--- src/rtl/spi_frame_decoder_pkg.sv ---
// Shared types and constants for the SPI command-frame decoder.
// Latency: n/a (declarations only).
// Backpressure: n/a (declarations only).
package spi_frame_pkg;

  typedef enum logic [2:0] {
    IDLE     = 3'd0,
    GET_CMD  = 3'd1,
    GET_DATA = 3'd2,
    GET_CHK  = 3'd3,
    WAIT_END = 3'd4,
    EXEC     = 3'd5
  } state_e;

  localparam logic [7:0] CMD_NOP       = 8'h00;
  localparam logic [7:0] CMD_WR_LED    = 8'h01;
  localparam logic [7:0] CMD_RD_STATUS = 8'h02;

  typedef enum logic [2:0] {
    ERR_NONE    = 3'd0,
    ERR_SHORT   = 3'd1,
    ERR_LONG    = 3'd2,
    ERR_CHK     = 3'd3,
    ERR_CMD     = 3'd4,
    ERR_TIMEOUT = 3'd5
  } err_code_e;

  localparam logic [7:0] CHK_SEED_DEFAULT = 8'hA5;

  // True for the three command codes the decoder executes.
  function automatic logic cmd_known(input logic [7:0] cmd);
    return (cmd == CMD_NOP) || (cmd == CMD_WR_LED) || (cmd == CMD_RD_STATUS);
  endfunction

endpackage

--- src/rtl/spi_frame_decoder_if.sv ---
// Byte/framing bus between the SPI slave receiver and the frame decoder.
// Latency: n/a (wires only).
// Backpressure: none; every strobe is a single-cycle pulse that must be taken.
interface spi_frame_decoder_if;
  logic [7:0] rx_byte;
  logic       rx_valid;
  logic       frame_start;
  logic       frame_end;
  logic [7:0] tx_byte;
  logic       tx_load;

  modport master (
    output rx_byte, rx_valid, frame_start, frame_end,
    input  tx_byte, tx_load
  );

  modport slave (
    input  rx_byte, rx_valid, frame_start, frame_end,
    output tx_byte, tx_load
  );
endinterface

--- src/rtl/spi_frame_decoder_watchdog.sv ---
// Loadable down-counter; expire pulses once TIMEOUT_CYCLES enabled cycles pass without a load.
// Latency: expire is combinational from the count, asserted in the TIMEOUT_CYCLES-th cycle after load.
// Backpressure: none; load always wins over counting.
module spi_frame_watchdog #(
  parameter int unsigned TIMEOUT_CYCLES = 1024
) (
  input  logic clk_in,
  input  logic rst,
  input  logic load,
  input  logic en,
  output logic expire
);

  localparam int unsigned W = $clog2(TIMEOUT_CYCLES + 1);
  localparam logic [W-1:0] LOAD_VAL = W'(TIMEOUT_CYCLES - 1);

  logic [W-1:0] cnt_q, cnt_d;

  // Reload on activity, otherwise count down while the frame is open.
  always_comb begin
    cnt_d = cnt_q;
    if (load) begin
      cnt_d = LOAD_VAL;
    end else if (en && (cnt_q != '0)) begin
      cnt_d = cnt_q - 1'b1;
    end
  end

  assign expire = en && !load && (cnt_q == '0);

  // Counter register.
  always_ff @(posedge clk_in) begin
    if (rst) begin
      cnt_q <= LOAD_VAL;
    end else begin
      cnt_q <= cnt_d;
    end
  end

endmodule

--- src/rtl/spi_frame_decoder.sv ---
// Frames SPI bytes between CS edges, validates CMD/DATA/CHK and executes on CS release.
// Latency: frame_ok/frame_err 2 cycles after frame_end; tx_load 2 cycles after the CMD byte.
// Backpressure: none; optional inter-byte watchdog under SPI_FRAME_TIMEOUT_EN.
module spi_frame_decoder
  import spi_frame_pkg::*;
#(
  parameter logic [7:0]  CHK_SEED       = CHK_SEED_DEFAULT,
  parameter int unsigned TIMEOUT_CYCLES = 1024
) (
  input  logic                  clk_in,
  input  logic                  rst,
  spi_frame_decoder_if.slave    bus,
  output logic [1:0]            led,
  output logic                  frame_ok,
  output logic                  frame_err,
  output logic [2:0]            err_code
);

  state_e     state_q, state_d;
  logic [7:0] cmd_q, cmd_d;
  logic [7:0] data_q, data_d;
  logic [7:0] chk_q, chk_d;
  logic [1:0] cnt_q, cnt_d;
  logic       ovf_q, ovf_d;
  logic       to_q, to_d;
  logic       cmd_new_q, cmd_new_d;
  logic [1:0] led_q, led_d;
  logic [7:0] tx_byte_q, tx_byte_d;
  logic       tx_load_q, tx_load_d;
  logic       frame_ok_q, frame_ok_d;
  logic       frame_err_q, frame_err_d;
  err_code_e  err_code_q, err_code_d;
  logic [3:0] err_cnt_q, err_cnt_d;
  err_code_e  eval_code;
  logic       in_frame;
  logic       timeout_hit;

  assign in_frame = (state_q == GET_CMD) || (state_q == GET_DATA) ||
                    (state_q == GET_CHK) || (state_q == WAIT_END);

`ifdef SPI_FRAME_TIMEOUT_EN
  spi_frame_watchdog #(
    .TIMEOUT_CYCLES (TIMEOUT_CYCLES)
  ) u_wdog (
    .clk_in (clk_in),
    .rst    (rst),
    .load   (bus.rx_valid | bus.frame_start),
    .en     (in_frame),
    .expire (timeout_hit)
  );
`else
  assign timeout_hit = 1'b0;
`endif

  // State register.
  always_ff @(posedge clk_in) begin
    if (rst) begin
      state_q <= IDLE;
    end else begin
      state_q <= state_d;
    end
  end

  // Next state: restart beats timeout beats CS release beats byte advance.
  always_comb begin
    state_d = state_q;
    case (state_q)
      IDLE: begin
        if (bus.frame_start) state_d = GET_CMD;
      end
      GET_CMD, GET_DATA, GET_CHK, WAIT_END: begin
        if (bus.frame_start) begin
          state_d = GET_CMD;
        end else if (timeout_hit || bus.frame_end) begin
          state_d = EXEC;
        end else if (bus.rx_valid) begin
          case (state_q)
            GET_CMD:  state_d = GET_DATA;
            GET_DATA: state_d = GET_CHK;
            default:  state_d = WAIT_END;
          endcase
        end
      end
      EXEC: begin
        state_d = bus.frame_start ? GET_CMD : IDLE;
      end
      default: state_d = IDLE;
    endcase
  end

  // Datapath and outputs: byte capture, reply load and frame evaluation.
  always_comb begin
    cmd_d       = cmd_q;
    data_d      = data_q;
    chk_d       = chk_q;
    cnt_d       = cnt_q;
    ovf_d       = ovf_q;
    to_d        = to_q;
    cmd_new_d   = 1'b0;
    led_d       = led_q;
    tx_byte_d   = tx_byte_q;
    tx_load_d   = 1'b0;
    frame_ok_d  = 1'b0;
    frame_err_d = 1'b0;
    err_code_d  = err_code_q;
    err_cnt_d   = err_cnt_q;
    eval_code   = ERR_NONE;

    // Byte capture; a byte coincident with frame_end is still taken.
    if (bus.frame_start) begin
      cnt_d = 2'd0;
      ovf_d = 1'b0;
      to_d  = 1'b0;
    end else if (in_frame) begin
      if (timeout_hit) to_d = 1'b1;
      if (bus.rx_valid) begin
        case (state_q)
          GET_CMD: begin
            cmd_d     = bus.rx_byte;
            cnt_d     = 2'd1;
            cmd_new_d = 1'b1;
          end
          GET_DATA: begin
            data_d = bus.rx_byte;
            cnt_d  = 2'd2;
          end
          GET_CHK: begin
            chk_d = bus.rx_byte;
            cnt_d = 2'd3;
          end
          default: ovf_d = 1'b1;
        endcase
      end
    end

    // Reply byte is loaded the cycle after CMD lands.
    if (cmd_new_q) begin
      tx_load_d = 1'b1;
      tx_byte_d = (cmd_q == CMD_RD_STATUS) ? {err_cnt_q, 2'b00, led_q} : 8'h00;
    end

    // Evaluate in priority timeout > short > long > unknown cmd > checksum.
    if (state_q == EXEC) begin
      if (to_q) begin
        eval_code = ERR_TIMEOUT;
      end else if (cnt_q != 2'd3) begin
        eval_code = ERR_SHORT;
      end else if (ovf_q) begin
        eval_code = ERR_LONG;
      end else if (!cmd_known(cmd_q)) begin
        eval_code = ERR_CMD;
      end else if (chk_q != (cmd_q ^ data_q ^ CHK_SEED)) begin
        eval_code = ERR_CHK;
      end

      if (eval_code == ERR_NONE) begin
        frame_ok_d = 1'b1;
        if (cmd_q == CMD_WR_LED) led_d = data_q[1:0];
      end else begin
        frame_err_d = 1'b1;
        err_code_d  = eval_code;
        if (err_cnt_q != 4'hF) err_cnt_d = err_cnt_q + 4'd1;
      end
      to_d = 1'b0;
    end
  end

  // Datapath and output registers.
  always_ff @(posedge clk_in) begin
    if (rst) begin
      cmd_q       <= 8'h00;
      data_q      <= 8'h00;
      chk_q       <= 8'h00;
      cnt_q       <= 2'd0;
      ovf_q       <= 1'b0;
      to_q        <= 1'b0;
      cmd_new_q   <= 1'b0;
      led_q       <= 2'b00;
      tx_byte_q   <= 8'h00;
      tx_load_q   <= 1'b0;
      frame_ok_q  <= 1'b0;
      frame_err_q <= 1'b0;
      err_code_q  <= ERR_NONE;
      err_cnt_q   <= 4'd0;
    end else begin
      cmd_q       <= cmd_d;
      data_q      <= data_d;
      chk_q       <= chk_d;
      cnt_q       <= cnt_d;
      ovf_q       <= ovf_d;
      to_q        <= to_d;
      cmd_new_q   <= cmd_new_d;
      led_q       <= led_d;
      tx_byte_q   <= tx_byte_d;
      tx_load_q   <= tx_load_d;
      frame_ok_q  <= frame_ok_d;
      frame_err_q <= frame_err_d;
      err_code_q  <= err_code_d;
      err_cnt_q   <= err_cnt_d;
    end
  end

  assign bus.tx_byte = tx_byte_q;
  assign bus.tx_load = tx_load_q;
  assign led         = led_q;
  assign frame_ok    = frame_ok_q;
  assign frame_err   = frame_err_q;
  assign err_code    = err_code_q;

endmodule
--- src/flat_wrapper.sv ---
// flat-port wrapper written by rule: the top's interface ports become plain ports
module spi_frame_decoder_flat import spi_frame_pkg::*;
#(
  parameter logic [7:0]  CHK_SEED       = CHK_SEED_DEFAULT,
  parameter int unsigned TIMEOUT_CYCLES = 1024
)
  (clk_in, rst, led, frame_ok, frame_err, err_code, bus_rx_byte, bus_rx_valid, bus_frame_start, bus_frame_end, bus_tx_byte, bus_tx_load);
  spi_frame_decoder_if bus_i ();
  input  logic clk_in;
  input  logic rst;
  output logic [1:0] led;
  output logic frame_ok;
  output logic frame_err;
  output logic [2:0] err_code;
  input wire logic [$bits(bus_i.rx_byte)-1:0] bus_rx_byte;
  input wire logic [$bits(bus_i.rx_valid)-1:0] bus_rx_valid;
  input wire logic [$bits(bus_i.frame_start)-1:0] bus_frame_start;
  input wire logic [$bits(bus_i.frame_end)-1:0] bus_frame_end;
  output wire logic [$bits(bus_i.tx_byte)-1:0] bus_tx_byte;
  output wire logic [$bits(bus_i.tx_load)-1:0] bus_tx_load;
  assign bus_i.rx_byte = bus_rx_byte;
  assign bus_i.rx_valid = bus_rx_valid;
  assign bus_i.frame_start = bus_frame_start;
  assign bus_i.frame_end = bus_frame_end;
  assign bus_tx_byte = bus_i.tx_byte;
  assign bus_tx_load = bus_i.tx_load;
  spi_frame_decoder #(.CHK_SEED(CHK_SEED), .TIMEOUT_CYCLES(TIMEOUT_CYCLES)) u_core (.clk_in(clk_in), .rst(rst), .bus(bus_i), .led(led), .frame_ok(frame_ok), .frame_err(frame_err), .err_code(err_code));
endmodule
--- config.mk ---
export PLATFORM = sky130hd
export DESIGN_NAME = spi_frame_decoder_flat
export DESIGN_NICKNAME = d
export VERILOG_FILES = /design/src/rtl/spi_frame_decoder_pkg.sv /design/src/rtl/spi_frame_decoder_if.sv /design/src/rtl/spi_frame_decoder_watchdog.sv /design/src/rtl/spi_frame_decoder.sv /design/src/flat_wrapper.sv
export SDC_FILE = /design/constraint.sdc
export NUM_CORES = 1
export LEC_CHECK = 0
export ABC_AREA = 1
export CORE_UTILIZATION = 52
export DETAILED_ROUTE_END_ITERATION = 12
export PLACE_DENSITY = 0.76
export SETUP_SLACK_MARGIN = 0.4
export SLEW_MARGIN = 25
export SYNTH_ARGS = -nofsm -noshare
export SYNTH_HDL_FRONTEND = slang
export SYNTH_SLANG_ARGS = --single-unit
--- constraint.sdc ---
create_clock -name clk_in -period 1.76 [get_ports clk_in]
set_input_delay 0.264 -clock clk_in [delete_from_list [all_inputs] [get_ports clk_in]]
set_output_delay 0.264 -clock clk_in [all_outputs]
set_load 0.03 [all_outputs]
After elaboration in Yosys (flattened, before gate mapping)
Cells that the tools add are included.
{"block": "word_totals", "in_bits": 13, "ff_bits": 51, "output_inout_bits": 16, "elab_cells": 76}
{"block": "classes", "n_mux": 18, "n_eq_ne": 12, "n_bitwise": 8, "addsub": 1, "n_reduce_logical": 23}
{"op": "two-way mux 3 bit", "n": 8}
{"op": "AND reduction 3 bit", "n": 4}
{"op": "AND reduction 4 bit", "n": 3}
{"op": "one-hot mux 3 bit (3 select lines)", "n": 1}
{"op": "equality test 8 x 1 -> 1 bit (second input constant)", "n": 1}
{"op": "equality test 8 x 2 -> 1 bit (second input constant)", "n": 1}
{"op": "zero test 8 bit", "n": 1}
{"op": "two-way mux 8 bit", "n": 1}
{"op": "!= test 4 bit (second input constant)", "n": 2}
{"op": "!= test 8 bit", "n": 1}
{"op": "OR reduction 4 bit", "n": 2}
{"op": "XOR 8 bit", "n": 1}
{"op": "equality test 3 x 2 -> 1 bit (second input constant)", "n": 2}
{"op": "equality test 3 bit (second input constant)", "n": 2}
{"op": "zero test 3 bit", "n": 2}
{"op": "NOT 1 bit", "n": 6}
{"op": "one-hot mux 2 bit (3 select lines)", "n": 1}
{"op": "one-hot mux 3 bit (2 select lines)", "n": 1}
{"op": "logical OR 1 bit", "n": 5}
{"op": "two-way mux 1 bit", "n": 5}
{"op": "adder 4 x 1 -> 4 bit (second input constant)", "n": 1}
{"op": "!= test 2 bit (second input constant)", "n": 2}
{"op": "NOT 4 bit", "n": 1}
{"op": "AND reduction 2 bit", "n": 2}
{"op": "5 further kinds", "n": 6}

Logic depth before layout (Yosys ltp)
{"block": "depth", "ltp_word": 11, "depth_mapped": 13}

Worst setup path after synthesis
No wires, ideal clock.
{"block": "synth_timing", "kind": "register -> register", "start": "register u_core.state_q[1]", "end": "register u_core.data_q[6]", "setup_slack_ns": 0.404, "required_ns": 1.644, "stages_incl_launch_ff": 11, "t_arrival_ns": 1.240, "synth_period_minus_slack_ns": 1.356, "cell_sequence": "dfxtp_1 > inv_2 > nor2_2 > inv_2 > nor2_4 > inv_2 > nor2_2 > inv_2 > buf_6 > o21ai_1 > a21oi_1"}
{"block": "synth_via", "elab_chain_cells": 5, "word_cells_on_any_way": 8, "cone_classes": "eq/ne (4); reduce/logical (4)"}
{"element": "start: declaration", "line_no": "spi_frame_decoder.sv:19", "text": "state_e state_q, state_d;"}
{"element": "start signal: assignment", "line_no": "spi_frame_decoder.sv:60", "text": "state_q <= state_d;"}
{"element": "equality test 3 x 1 -> 1 bit or equality test 3 x 2 -> 1 bit (tied branches)", "line_no": "spi_frame_decoder.sv:38, spi_frame_decoder.sv:117"}
{"element": "logical OR 1 bit (2 in series)", "line_no": "spi_frame_decoder.sv:38", "text": "assign in_frame = (state_q == GET_CMD) || (state_q == GET_DATA) ||"}
{"element": "logical OR 1 bit", "line_no": "spi_frame_decoder.sv:39", "text": "(state_q == GET_CHK) || (state_q == WAIT_END);"}
{"element": "AND reduction 4 bit (no line) *"}
{"element": "end signal: assignment", "line_no": "spi_frame_decoder.sv:187", "text": "data_q <= data_d;"}
{"element": "end: declaration", "line_no": "spi_frame_decoder.sv:21", "text": "logic [7:0] data_q, data_d;"}
Every way passes the cells marked *; elsewhere a longest branch is shown, timed or not.
A chain may end at the register's enable or synchronous reset.

Worst setup path in the final report
{"block": "layout_timing", "start": "register u_core.cmd_q[4]", "end": "register u_core.err_cnt_q[2]"}
{"block": "layout_via", "elab_chain_cells": 10, "word_cells_on_any_way": 15, "cone_classes": "eq/ne (3); mux (5); bitwise (2); reduce/logical (5)"}
{"element": "start: declaration", "line_no": "spi_frame_decoder.sv:20", "text": "logic [7:0] cmd_q, cmd_d;"}
{"element": "start signal: assignment", "line_no": "spi_frame_decoder.sv:186", "text": "cmd_q <= cmd_d;"}
{"element": "XOR 8 bit (tied with other cells)", "line_no": "spi_frame_decoder.sv:152", "text": "end else if (chk_q != (cmd_q ^ data_q ^ CHK_SEED)) begin"}
{"element": "!= test 8 bit or logical OR 1 bit (tied branches)", "line_no": "spi_frame_decoder.sv:152, spi_frame_decoder_pkg.sv:32"}
{"element": "two-way mux 2 bit or logical OR 1 bit (tied branches)", "line_no": "spi_frame_decoder.sv:152, spi_frame_decoder_pkg.sv:32"}
{"element": "two-way mux 3 bit *", "line_no": "spi_frame_decoder.sv:150", "text": "end else if (!cmd_known(cmd_q)) begin"}
{"element": "two-way mux 3 bit *", "line_no": "spi_frame_decoder.sv:148", "text": "end else if (ovf_q) begin"}
{"element": "two-way mux 3 bit *", "line_no": "spi_frame_decoder.sv:146", "text": "end else if (cnt_q != 2'd3) begin"}
{"element": "two-way mux 3 bit *", "line_no": "spi_frame_decoder.sv:143", "text": "if (state_q == EXEC) begin"}
{"element": "zero test 3 bit *", "line_no": "spi_frame_decoder.sv:156", "text": "if (eval_code == ERR_NONE) begin"}
{"element": "NOT 1 bit (no line) *"}
{"element": "AND reduction 3 bit (no line) *"}
{"element": "end signal: assignment", "line_no": "spi_frame_decoder.sv:199", "text": "err_cnt_q <= err_cnt_d;"}
{"element": "end: declaration", "line_no": "spi_frame_decoder.sv:33", "text": "logic [3:0] err_cnt_q, err_cnt_d;"}
Every way passes the cells marked *; elsewhere a longest branch is shown, timed or not. The select of a mux whose other input is x is not followed.

==> reports/results.ini <==
[synthesis]
post_synth_design_cell_area_um2 = 2260
yosys.area.top_type = dfxtp_1
synthMostInstantiatedCell = nand2_1
yosys_warnings = 0
yosys-top-cells-count = nand2_1 (77), dfxtp_1 (49), a21oi_1 (36), inv_1 (36), o21ai_0 (35)
synth-seq-area-share_pct = 43.3
synth.area.top_cells = dfxtp_1 (43%), nand2_1 (13%), a21oi_1 (8.0%), o21ai_0 (7.7%), inv_1 (6.0%)
synth_edf_count = 0
synth_cells = 326
yosys_register_bits = 49
proportion_of_netlist_area_held_by_the_largest_area_contributor_pct = 43.3
synth-main-ff-cell = dfxtp_1
syn_avg_cell_area_um2 = 6.94
async_reset_ff_share_pct = 0
netlist-cell-type-count = 31

[sta]
final-setup-viol-count = 0
max_freq_mhz = 677
final_min_period_over_clock_period_pct = 83.9
fin_worst_skew_ns = 0.00690
setup_tns_ns = 0
hold_viol_final = 0
finalCriticalPeriod_ns = 1.48
unrepaired_setup_endpoints_after_global_routing = yes
count_of_pins_over_their_slew_limit = 0

[clocking]
cts_tree = yes
number_of_clock_buffers_inserted_by_tritoncts = 5
max_h_tree_level = 2
clock_latency_ns = 0.30
clk_transition_reported_paths_ns = 0.08
max-clock-path-buffers = 2
clock_sink_count = 49
cts_hold_buffers = 0
clk_root_buffer_cell = clkbuf_8

[place]
gp_congestion = 0.841
number_of_buffer_cells_added_on_primary_ports = 26
detailedPlacementHpwl_mm = 3.33
dpl_cell_area_um2 = 2590

[critical_path]
critical_path.max_fanout = 7
worstSetupEndpointType = register
critPathLaunchType = register
worst-endpoint-arrival_ns = 1.68
worstRegToRegCells = 9
critical_path_required_ns = 1.96
timing.setup.critical_path_class = register to register

[layout]
area_growth_syn_to_layout_pct = 35.5
drive_above_1_share_pct = 31.6
core_utilization_of_the_finished_layout_pct = 75.1
num_antenna_cells = 0
finalNetCount = 389
fillerInstances = 305
area.sequential_um2 = 1000
multi_input_comb_area_um2 = 1260
finish.instance_area_um2 = 3070

[floorplan]
fp.dieH_um = 68.0
ioPinCount = 29
design.die.area_um2 = 4620
std_cell_rows = 23
coreArea_um2 = 4090
initial_utilization_pct = 55.4
die_w_um = 68.0

[routing]
vias = 2310
post_drt_via_cell_ratio = 5.42
drt-pass1-iter-count = 4
wirelength_mm = 5.92
wire_per_inst_um = 13.9
drtAntennaViolNets = 0
drt_first_iter_violations = 218
post-route-drc-count = 0

[global_routing]
grt_first_pass_wirelength_mm = 8.00
grt_usage_pct = 23.2
antenna_violations_before_repair = 0
grt_max_degree = 21
globalRoute.totalOverflow = 0
via_count_of_the_first_global_routing_pass = 1873

[power_and_ir_drop]
static-leakage-power_uw = 0.00124
ir_worst_vdd_mv = 0.570
power_per_cell_area_nw_per_um2 = 726

[worst_hold_path]
worstHoldPathCells = 2
holdCritPathClass = register to register

[flow_run]
drv.max_cap_violation_count = 0

[run_status]
outcome = finished, final reports clean

-- kinds of logic (layout without fill, tap and decap cells) --
| kind of cell | Yosys count | in the layout | synth area share, % |
|---|---|---|---|
| other | 1 | 2 | 0.166 |
| adder cells (fa/ha/maj) | 1 | 1 | 0.553 |
| AO/OA/AOI/OAI | 76 | 76 | 17.2 |
| XOR/XNOR | 1 | 1 | 0.387 |
| AND/OR/NAND/NOR | 144 | 144 | 28.4 |
| flip-flops | 49 | 49 | 43.3 |
| buffers and inverters | 54 | 103 | 10.0 |
-- critical path, stage by stage, from the launching register on --
cell	delay, ns
dfxtp_1	0.32
inv_1	0.10
nand4_1	0.20
nor3_2	0.24
nand3_4	0.12
buf_6	0.15
nand3_2	0.05
nand2_1	0.05
o21ai_1	0.08
inv_1	0.06
-- placed cells by master (no fill, tap or decap), types with 10 or more instances in the layout --
master	instances
a21oi_1	27
nand2_2	12
dlygate4sd2_1	12
clkdlybuf4s50_1	12
nand2_1	64
inv_1	19
dfxtp_1	39
nor2_1	24
inv_2	21
o21ai_1	19
o21ai_0	15
nand3_1	10
buf_4	20
-- report_power, final --
group	total [µW]	switching [µW]	leakage (µW)	internal, µW
registers	1140	17.9	0.000402	1120
clock network	826	363	0.0000585	463
logic	261	158	0.000778	103
-- registers in the layout, summed over array words and instances, names as in the netlist --
name	flops
u_core.chk_q	8
u_core.cmd_q	8
u_core.data_q	8
u_core.bus.tx_byte	6
u_core.err_cnt_q	4
u_core.err_code	3
u_core.state_q	3
u_core.cnt_q	2
u_core.led	2
u_core.bus.tx_load	1
u_core.cmd_new_q	1
u_core.frame_err	1
u_core.frame_ok	1
u_core.ovf_q	1
-- final cells by class --
type,instances,area share [%]
timing repair inverter,1,0.245
tap,50,2.04
sequential,49,32.7
clock buffer,7,2.81
timing repair buffer,51,14.4
clock inverter,1,0.979
multi-input combinational,224,41.2
inverter,43,5.67
-- timing repair --
| item | in CTS | in global routing |
|---|---|---|
| endpoints found under the hold margin | 0 | 0 |
| buffers inserted | 4 | 11 |
| gates resized for setup | 52 | 83 |
| endpoints found under the setup margin | 44 | 41 |
| cloned | 1 | 1 |
| pin swaps | 11 | 25 |
-- layer usage --
| metal | GRT usage (%) | up-vias | share of wire (%) |
|---|---|---|---|
| met4 | 9.64 | 0 | 2.9 |
| met1 | 30.9 | 1070 | 43 |
| li1 | - | 1152 | - |
| met2 | 37.0 | 69 | 49 |
| met5 | 0 | - | 0 |
| met3 | 3.67 | 19 | 4.6 |
-- stage by stage --
step	hold slack, ns	worst slack (ns)	total power (µW)	instances
2_1_floorplan	0.399	0.404	1280	327
3_3_place_gp	0.453	0.0985	1350	401
3_5_place_dp	0.460	0.0386	1350	401
4_1_cts	0.469	0.291	2170	414
5_1_grt	0.483	0.138	2300	426
6_report	0.460	0.283	2230	426
-- path summary, 6_finish.rpt --
check,slack [ns],startpoint,to
worst min-delay path,0.46,u_core.data_q[3],u_core.data_q[3]
worst min register to register,0.46,u_core.data_q[3],u_core.data_q[3]
worst max-delay path,0.28,u_core.cmd_q[4],u_core.err_cnt_q[2]
worst max register to register,0.28,u_core.cmd_q[4],u_core.err_cnt_q[2]
(Power assumes the default switching activity.)
